**src/rtl/pipe_stage_pkg.sv**
```systemverilog
// rtl/pipe_stage_pkg.sv - occupancy encoding and reset defaults for pipe_stage_reg
package pipe_stage_pkg;

  typedef enum logic [1:0] {
    OCC_EMPTY   = 2'd0,
    OCC_FULL    = 2'd1,
    OCC_SKIDDED = 2'd2
  } occ_e;

  localparam logic [31:0] DEFAULT_RESET_PC  = 32'h0040_0000;
  localparam logic [31:0] DEFAULT_NOP_INSTR = 32'h0000_0000;

endpackage

```
**src/rtl/pipe_sat_counter.sv**
```systemverilog
// rtl/pipe_sat_counter.sv - saturating event counter with synchronous clear
module pipe_sat_counter #(
  parameter int WIDTH = 16
) (
  input  logic             clk,
  input  logic             clear,
  input  logic             inc,
  output logic [WIDTH-1:0] count
);

  always_ff @(posedge clk) begin
    if (clear) begin
      count <= '0;
    end else if (inc && (count != {WIDTH{1'b1}})) begin
      count <= count + WIDTH'(1);
    end
  end

endmodule

```
**src/rtl/pipe_stage_reg.sv**
```systemverilog
// rtl/pipe_stage_reg.sv - instruction/PC pipeline stage with handshake, flush and optional skid entry
module pipe_stage_reg
  import pipe_stage_pkg::*;
#(
  parameter int          DATA_W    = 32,
  parameter int          PC_W      = 32,
  parameter logic [31:0] RESET_PC  = DEFAULT_RESET_PC,
  parameter logic [31:0] NOP_INSTR = DEFAULT_NOP_INSTR,
  parameter bit          SKID      = 1'b1,
  parameter int          CNT_W     = 16
) (
  input  logic              clk,
  input  logic              reset,
  input  logic              flush,
  input  logic              in_valid,
  output logic              in_ready,
  input  logic [DATA_W-1:0] in_instr,
  input  logic [PC_W-1:0]   in_pc,
  output logic              out_valid,
  input  logic              out_ready,
  output logic [DATA_W-1:0] out_instr,
  output logic [PC_W-1:0]   out_pc,
  output logic [CNT_W-1:0]  stall_cycles,
  output logic [CNT_W-1:0]  flush_count
);

  localparam logic [PC_W-1:0]   RST_PC    = PC_W'(RESET_PC);
  localparam logic [DATA_W-1:0] RST_INSTR = DATA_W'(NOP_INSTR);

  occ_e              state;
  occ_e              state_next;
  logic              skid_valid;
  logic              accept;
  logic              deliver;
  logic              load_out;
  logic              stall_inc;
  logic              flush_inc;
  logic [DATA_W-1:0] skid_instr;
  logic [PC_W-1:0]   skid_pc;

  assign accept    = in_valid && in_ready;
  assign deliver   = out_valid && out_ready;
  assign load_out  = !out_valid || out_ready;
  assign stall_inc = out_valid && !out_ready && !flush;
  assign flush_inc = flush && (out_valid || skid_valid || accept);

  always_ff @(posedge clk) begin
    if (reset) begin
      state <= OCC_EMPTY;
    end else begin
      state <= state_next;
    end
  end

  always_comb begin
    state_next = state;
    if (flush) begin
      state_next = OCC_EMPTY;
    end else begin
      case (state)
        OCC_EMPTY:   if (accept) state_next = OCC_FULL;
        OCC_FULL: begin
          if (deliver && !accept) begin
            state_next = OCC_EMPTY;
          end else if (!deliver && accept) begin
            state_next = SKID ? OCC_SKIDDED : OCC_FULL;
          end
        end
        OCC_SKIDDED: if (deliver) state_next = OCC_FULL;
        default:     state_next = OCC_EMPTY;
      endcase
    end
  end

  // With a skid entry, in_ready depends only on the state register.
  always_comb begin
    out_valid  = (state != OCC_EMPTY);
    skid_valid = SKID && (state == OCC_SKIDDED);
    if (reset) begin
      in_ready = 1'b0;
    end else if (SKID) begin
      in_ready = (state != OCC_SKIDDED);
    end else begin
      in_ready = !out_valid || out_ready;
    end
  end

  always_ff @(posedge clk) begin
    if (reset || flush) begin
      out_instr <= RST_INSTR;
      out_pc    <= RST_PC;
    end else if (load_out) begin
      if (skid_valid) begin
        out_instr <= skid_instr;
        out_pc    <= skid_pc;
      end else if (accept) begin
        out_instr <= in_instr;
        out_pc    <= in_pc;
      end
    end
  end

  generate
    if (SKID) begin : g_skid
      logic [DATA_W-1:0] skid_instr_q;
      logic [PC_W-1:0]   skid_pc_q;

      // Only a beat accepted while the output holds undelivered lands here.
      always_ff @(posedge clk) begin
        if (accept && !load_out) begin
          skid_instr_q <= in_instr;
          skid_pc_q    <= in_pc;
        end
      end

      assign skid_instr = skid_instr_q;
      assign skid_pc    = skid_pc_q;
    end else begin : g_no_skid
      assign skid_instr = '0;
      assign skid_pc    = '0;
    end
  endgenerate

  pipe_sat_counter #(.WIDTH(CNT_W)) u_stall_cnt (
    .clk   (clk),
    .clear (reset),
    .inc   (stall_inc),
    .count (stall_cycles)
  );

  pipe_sat_counter #(.WIDTH(CNT_W)) u_flush_cnt (
    .clk   (clk),
    .clear (reset),
    .inc   (flush_inc),
    .count (flush_count)
  );

endmodule

```
**config.mk**
```make
export PLATFORM = sky130hd
export DESIGN_NAME = pipe_stage_reg
export DESIGN_NICKNAME = d
export VERILOG_FILES = /design/src/rtl/pipe_stage_pkg.sv /design/src/rtl/pipe_sat_counter.sv /design/src/rtl/pipe_stage_reg.sv
export SDC_FILE = /design/constraint.sdc
export NUM_CORES = 1
export LEC_CHECK = 0
export CAP_MARGIN = 20
export CORE_ASPECT_RATIO = 1.2
export CORE_MARGIN = 2
export CORE_UTILIZATION = 50
export CTS_CLUSTER_SIZE = 10
export DETAILED_ROUTE_END_ITERATION = 8
export GPL_TIMING_DRIVEN = 0
export PLACE_DENSITY = 0.88
export SLEW_MARGIN = 20
export SYNTH_ARGS = -nofsm -noshare
export SYNTH_HDL_FRONTEND = slang
export SYNTH_SLANG_ARGS = --single-unit
export TNS_END_PERCENT = 50
```
**constraint.sdc**
```tcl
create_clock -name clk -period 5.2 [get_ports clk]
set_clock_uncertainty 0.15 [all_clocks]
set_input_delay 0.78 -clock clk [delete_from_list [all_inputs] [get_ports clk]]
set_output_delay 0.78 -clock clk [all_outputs]
set_load 0.03 [all_outputs]
```
* After elaboration in Yosys (flattened, before gate mapping)
Index checks and enable logic that the tools add are counted.
** Operators by class
- $add $sub $neg :: 2
- Bitwise gates (word level) :: 0
- Muxes and demuxes :: 10
- Order comparisons :: 0
- Multipliers :: 0
- Equality and inequality tests :: 8
- Div/mod/pow operators :: 0
- Reduce and logical (&&, ||, !) cells :: 26
- Shift-type cells :: 0
** Operators with widths (number)
- $mux 32 :: 4
- $add 16x1->16 const B :: 2
- $ne 16x16->1 const B :: 2
- $logic_and 1x1->1 :: 10
- $mux 2 :: 4
- $logic_not 1->1 :: 6
- $pmux 2 s3 :: 1
- $logic_or 1x1->1 :: 4
- $ne 2x2->1 const B :: 2
- $reduce_bool 2->1 :: 2
- $ne 3x3->1 const B :: 1
- $reduce_and 3->1 :: 1
- $eq 2x1->1 const B :: 1
- $eq 2x2->1 const B :: 1
- $logic_not 2->1 :: 1
- $ne 2x1->1 const B :: 1
- $reduce_and 2->1 :: 1
- $reduce_or 2->1 :: 1
- $mux 1 :: 1
** Storage, ports and cells
- Latch bits :: 0
- Memories :: 0
- Output and inout bits :: 98
- Register bits :: 162
- Bits in writable memories :: 0
- Input port bits :: 69
- Bits in read-only memories :: 0

* Longest topological paths before layout
- Depth in word-level cells :: 7
- Mapped depth :: 7

* Hierarchy
A second synthesis with hierarchy kept.
** Second synthesis, totals
- Cells, all modules :: 589
- Area, all modules :: 7163.1 µm²
** By module, submodules not included
- pipe_stage_reg :: area an instance 5466.5 µm², times used 1, cells an instance 391
- pipe_sat_counter :: area an instance 848.3 µm², times used 2, cells an instance 99

* Worst setup path before layout
OpenSTA, ideal clock, no wires.
- Path kind :: in2reg
- Start point :: input reset
- End point :: register g_skid.skid_instr_q[0] (enable)
- Setup slack :: 1911 ps
- Data arrival time :: 2710 ps
- Buffers on the path :: 0
- Cell stages on the path :: 2
- Cells stage by stage :: and2b_1 > and3b_1
** Between the ends
- Longest elaborated chain between the ends :: 3
** Ends and longest elaborated chain
- start, declared :: line pipe_stage_reg.sv:13 : input logic reset,
- $mux 1 :: line pipe_stage_reg.sv:79 : if (reset) begin
- $logic_and 1x1->1 :: line pipe_stage_reg.sv:41 : assign accept = in_valid && in_ready;
- $logic_and 1x1->1 :: line pipe_stage_reg.sv:110 : if (accept && !load_out) begin
- end signal, assigned :: line pipe_stage_reg.sv:111 : skid_instr_q <= in_instr;
- end, declared :: line pipe_stage_reg.sv:105 : logic [DATA_W-1:0] skid_instr_q;
No other way between the ends.
A chain may end at the register's enable or synchronous reset.

* Worst setup path after layout
- Start point :: input reset
- End point :: output in_ready
** Between the ends
- Longest elaborated chain between the ends :: 1
** Ends and longest elaborated chain
- $mux 1 :: line pipe_stage_reg.sv:79
- end, declared :: line pipe_stage_reg.sv:16 : output logic in_ready,
No other way between the ends.

==> summary.txt <==
Global route
  – Total gr overflow: 0
  – Antenna violations before repair: 0
  – Largest net degree at the start of global routing: 43
  – GRT Util Overall: 0.2474
  – Vias in the first global route: approximately 5,800
  – Global-route wire length before repair: 29,450 µm

CTS
  – Root Driver: clkbuf_16
  – Clock Pin Slew Worst Setup and Hold Paths: 0.06 ns
  – TritonCTS buffer count: 17
  – Skew-Pair Late Insertion Delay: roughly 0.42 ns
  – Number of setup buffers added after CTS: 0
  – Htree depth: 4
  – CTS tree: yes
  – CTS sink count: ~160
  – Clock Path Buffers: 2
  – Cts hold-fix bufs: 0
  – Cts repair resizes: 0

Floorplanning
  – Std-Cell Rows: 46
  – Die Y: 132.0 µm
  – DIE WIDTH: 110.7 µm
  – Initial core utilization: 0.5134
  – Core area: around 13,000 µm²
  – # IOs: 167
  – Die area: between 10,000 and 15,000 µm²

Routing
  – Post-route ant nets: 0
  – Vias/cell: around 5.9
  – Initial DRC Count: between 400 and 500
  – Drt drc: 0
  – WL/cell: approximately 18 µm
  – Post-Route WL: 18,220 µm
  – DRT Pass-1 Iters: 5
  – Via count: 5,966

Timing
  – Worst-Margin Slew: around 0.55 ns
  – RSZ-0062 raised after global routing: false
  – Fin. Hold Viols: 0
  – Relative slew slack: 0.6303
  – Hold_ws: 0.3605 ns
  – Final Max Tran Viols: 0
  – Setup tns final: 0 ns
  – Fmax achieved: 0.2359 GHz
  – Final setup vio count: 0
  – Final Critical Period: 4.239 ns
  – Final Cycle Share: 0.8151

Pwr
  – Clock share of power: 0.431
  – Leak pwr: roughly 0.0032 µW
  – Pwr dens: 314.7 nW/µm²
  – Sequential power share: 0.464
  – Combinational power share: 0.105
  – Sw frac: 0.2302
  – Int Power: between 2000 and 2500 µW
  – Worst vdd ir: about 190 µV
  – Psw: 675.4 µW

Place
  – Placement Cell Area: 8721 µm²
  – DPL Wire Length: 12,430 µm
  – Routability cong.: 0.8691
  – Port Buffer Count: 166

Setup path
  – R2R Setup Slk: 3.10 ns
  – CP Depth: 6
  – Critical path fanouts, max: 10
  – CP cell instances: clkdlybuf4s50_1, clkbuf_1, clkbuf_1, clkbuf_1, nor2_1, clkdlybuf4s50_1
  – Crit Path Category: in2out
  – Reg2Reg Capture Point: state[1]
  – Top delay family on crit path: buffers and inverters
  – Critical Path Source: reset
  – RR Startpoint: state[0]
  – Req. time, crit path: 4.27 ns
  – CP Launch Type: input pin
  – Critical path arrival: ~3.3 ns
  – Crit path top cell by count: clkbuf_1
  – Critical Path Sink: in_ready
  – Crit. End Element: primary output
  – R2R depth: 7
  – WP buf/inv: 5
  – Worst path max stage delay: 0.61 ns
  – CP max-delay cell: clkdlybuf4s50_1

Synth
  – Top post-synthesis cells by area: dfxtp_1 29%, edfxtp_1 28%, nand2_1 7.5%
  – Yosys top cell area share: 0.2874
  – Top-count cell post-synth: nand2_1
  – EDFF count, synth: 64
  – Post-Syn Area: between 6000 and 7000 µm²
  – Distinct cells, synth: 52
  – Post-synthesis sequential area ratio: 0.5690
  – Flops & latches, synth: 162
  – Ys async rst share: 0
  – Ranking of synthesized cells by instance count: 137 x nand2_1, 98 x dfxtp_1, 68 x nor3_1
  – Ys Warns: 0
  – Syn_area_per_cell: approximately 10 µm²
  – Post-synth top area cell: dfxtp_1
  – Syn Inst Count: roughly 650
  – Ys flop type: dfxtp_1
  – Post-synthesis net count: roughly 720

Final layout
  – Number of fill cells: 965
  – Synth-to-layout area growth: 36.57%
  – ANT cells: 0
  – Design area: 9321 µm²
  – Reg area: 3884 µm²
  – Ratio of cells with drive above 1 in the final layout: 0.09529
  – Nets: 910
  – Area occupied by multi-input gates: approximately 2600 µm²

Min path
  – Hold WC Path Type: reg2reg

Run
  – Max_cap viols: 0

Status
  – Status: complete, no violations
-- tightest hold or removal path, cell delays in order, from the launching register on --
cell and delay [ns]:
dfxtp_1 0.33, nand2b_1 0.07, o21ai_0 0.06
-- how the worst min path moves through the flow --
| stage | from | endpoint | depth (start not counted) |
|---|---|---|---|
| floorplan | g_skid.skid_instr_q[0] | out_instr[0] | 2 |
| global placement | u_stall_cnt.count[6] | u_stall_cnt.count[6] | 2 |
| detailed placement | u_stall_cnt.count[6] | u_stall_cnt.count[6] | 2 |
| CTS | u_stall_cnt.count[6] | u_stall_cnt.count[6] | 2 |
| global route | g_skid.skid_pc_q[30] | out_pc[30] | 2 |
| finish | u_stall_cnt.count[6] | u_stall_cnt.count[6] | 2 |
-- per-layer routing --
layer	routed length [µm]	GRT usage	share of wire
met3	1220	0.06759	0.067
met2	9126	0.4329	0.50
met4	265	0.07292	0.015
met5	0	0	0
met1	7606	0.2989	0.42
-- power groups by stage --
stage / combinational [µW] / clock (µW) / sequential, µW
2_1_floorplan: 118 / 0 / 1430
3_3_place_gp: 300 / 0 / 1390
3_5_place_dp: 305 / 0 / 1390
4_1_cts: 307 / 1270 / 1360
5_1_grt: 328 / 1330 / 1360
6_report: 307 / 1270 / 1360
-- cell usage in the layout, fill, tap and decap left out, types with 6 or more instances in the layout --
cell type / count
clkbuf_16: 18
clkbuf_1: 28
nand2b_1: 6
nand2_1: 137
nor2b_1: 9
a311oi_2: 6
buf_2: 10
buf_6: 13
clkdlybuf4s50_1: 166
a21oi_1: 18
nor4_1: 6
o31ai_1: 11
nor2_1: 21
nor3_1: 68
or4_1: 12
mux2_2: 10
and4_1: 9
nand4_1: 7
a311oi_1: 58
and3_1: 7
edfxtp_1: 64
nand3_1: 9
dfxtp_1: 98
-- cell type report --
cell class                      count  area share
Timing Repair Buffer              167      0.1804
Clock buffer                       23     0.05356
Buffer                             51     0.03315
Inverter                            3    0.001208
Clock inverter                      8     0.01087
Sequential cell                   162      0.4166
Tap cell                          168     0.02255
Multi-Input combinational cell    436      0.2816
-- stage by stage --
step | util | power [µW] | setup WS [ns] | instances
floorplan | - | 1551 | 1.911 | 652
global placement | 0.6542 | 1687 | 0.5943 | 986
detailed placement | 0.6559 | 1693 | 0.9662 | 987
CTS | 0.7011 | 2939 | 0.9567 | 1018
global route | 0.7011 | 3019 | 0.8190 | 1018
finish | 0.7011 | 2933 | 0.9615 | 1018
-- logic make-up after synthesis --
family | count (synthesis) | share of synthesized area
buffers and inverters | 54 | 0.04693
DFF | 162 | 0.5690
AOI/OAI and AO/OA | 114 | 0.1402
adders and majority gates | 3 | 0.005500
muxes | 13 | 0.02090
and+or+nand+nor | 306 | 0.2174
-- state kept, by name, indices dropped and copies added (netlist names) --
signal,cells
g_skid.skid_instr_q,32
g_skid.skid_pc_q,32
out_instr,32
out_pc,32
state,2
u_flush_cnt.count,16
u_stall_cnt.count,16
No activity file was read; power rests on OpenSTA's default activity.
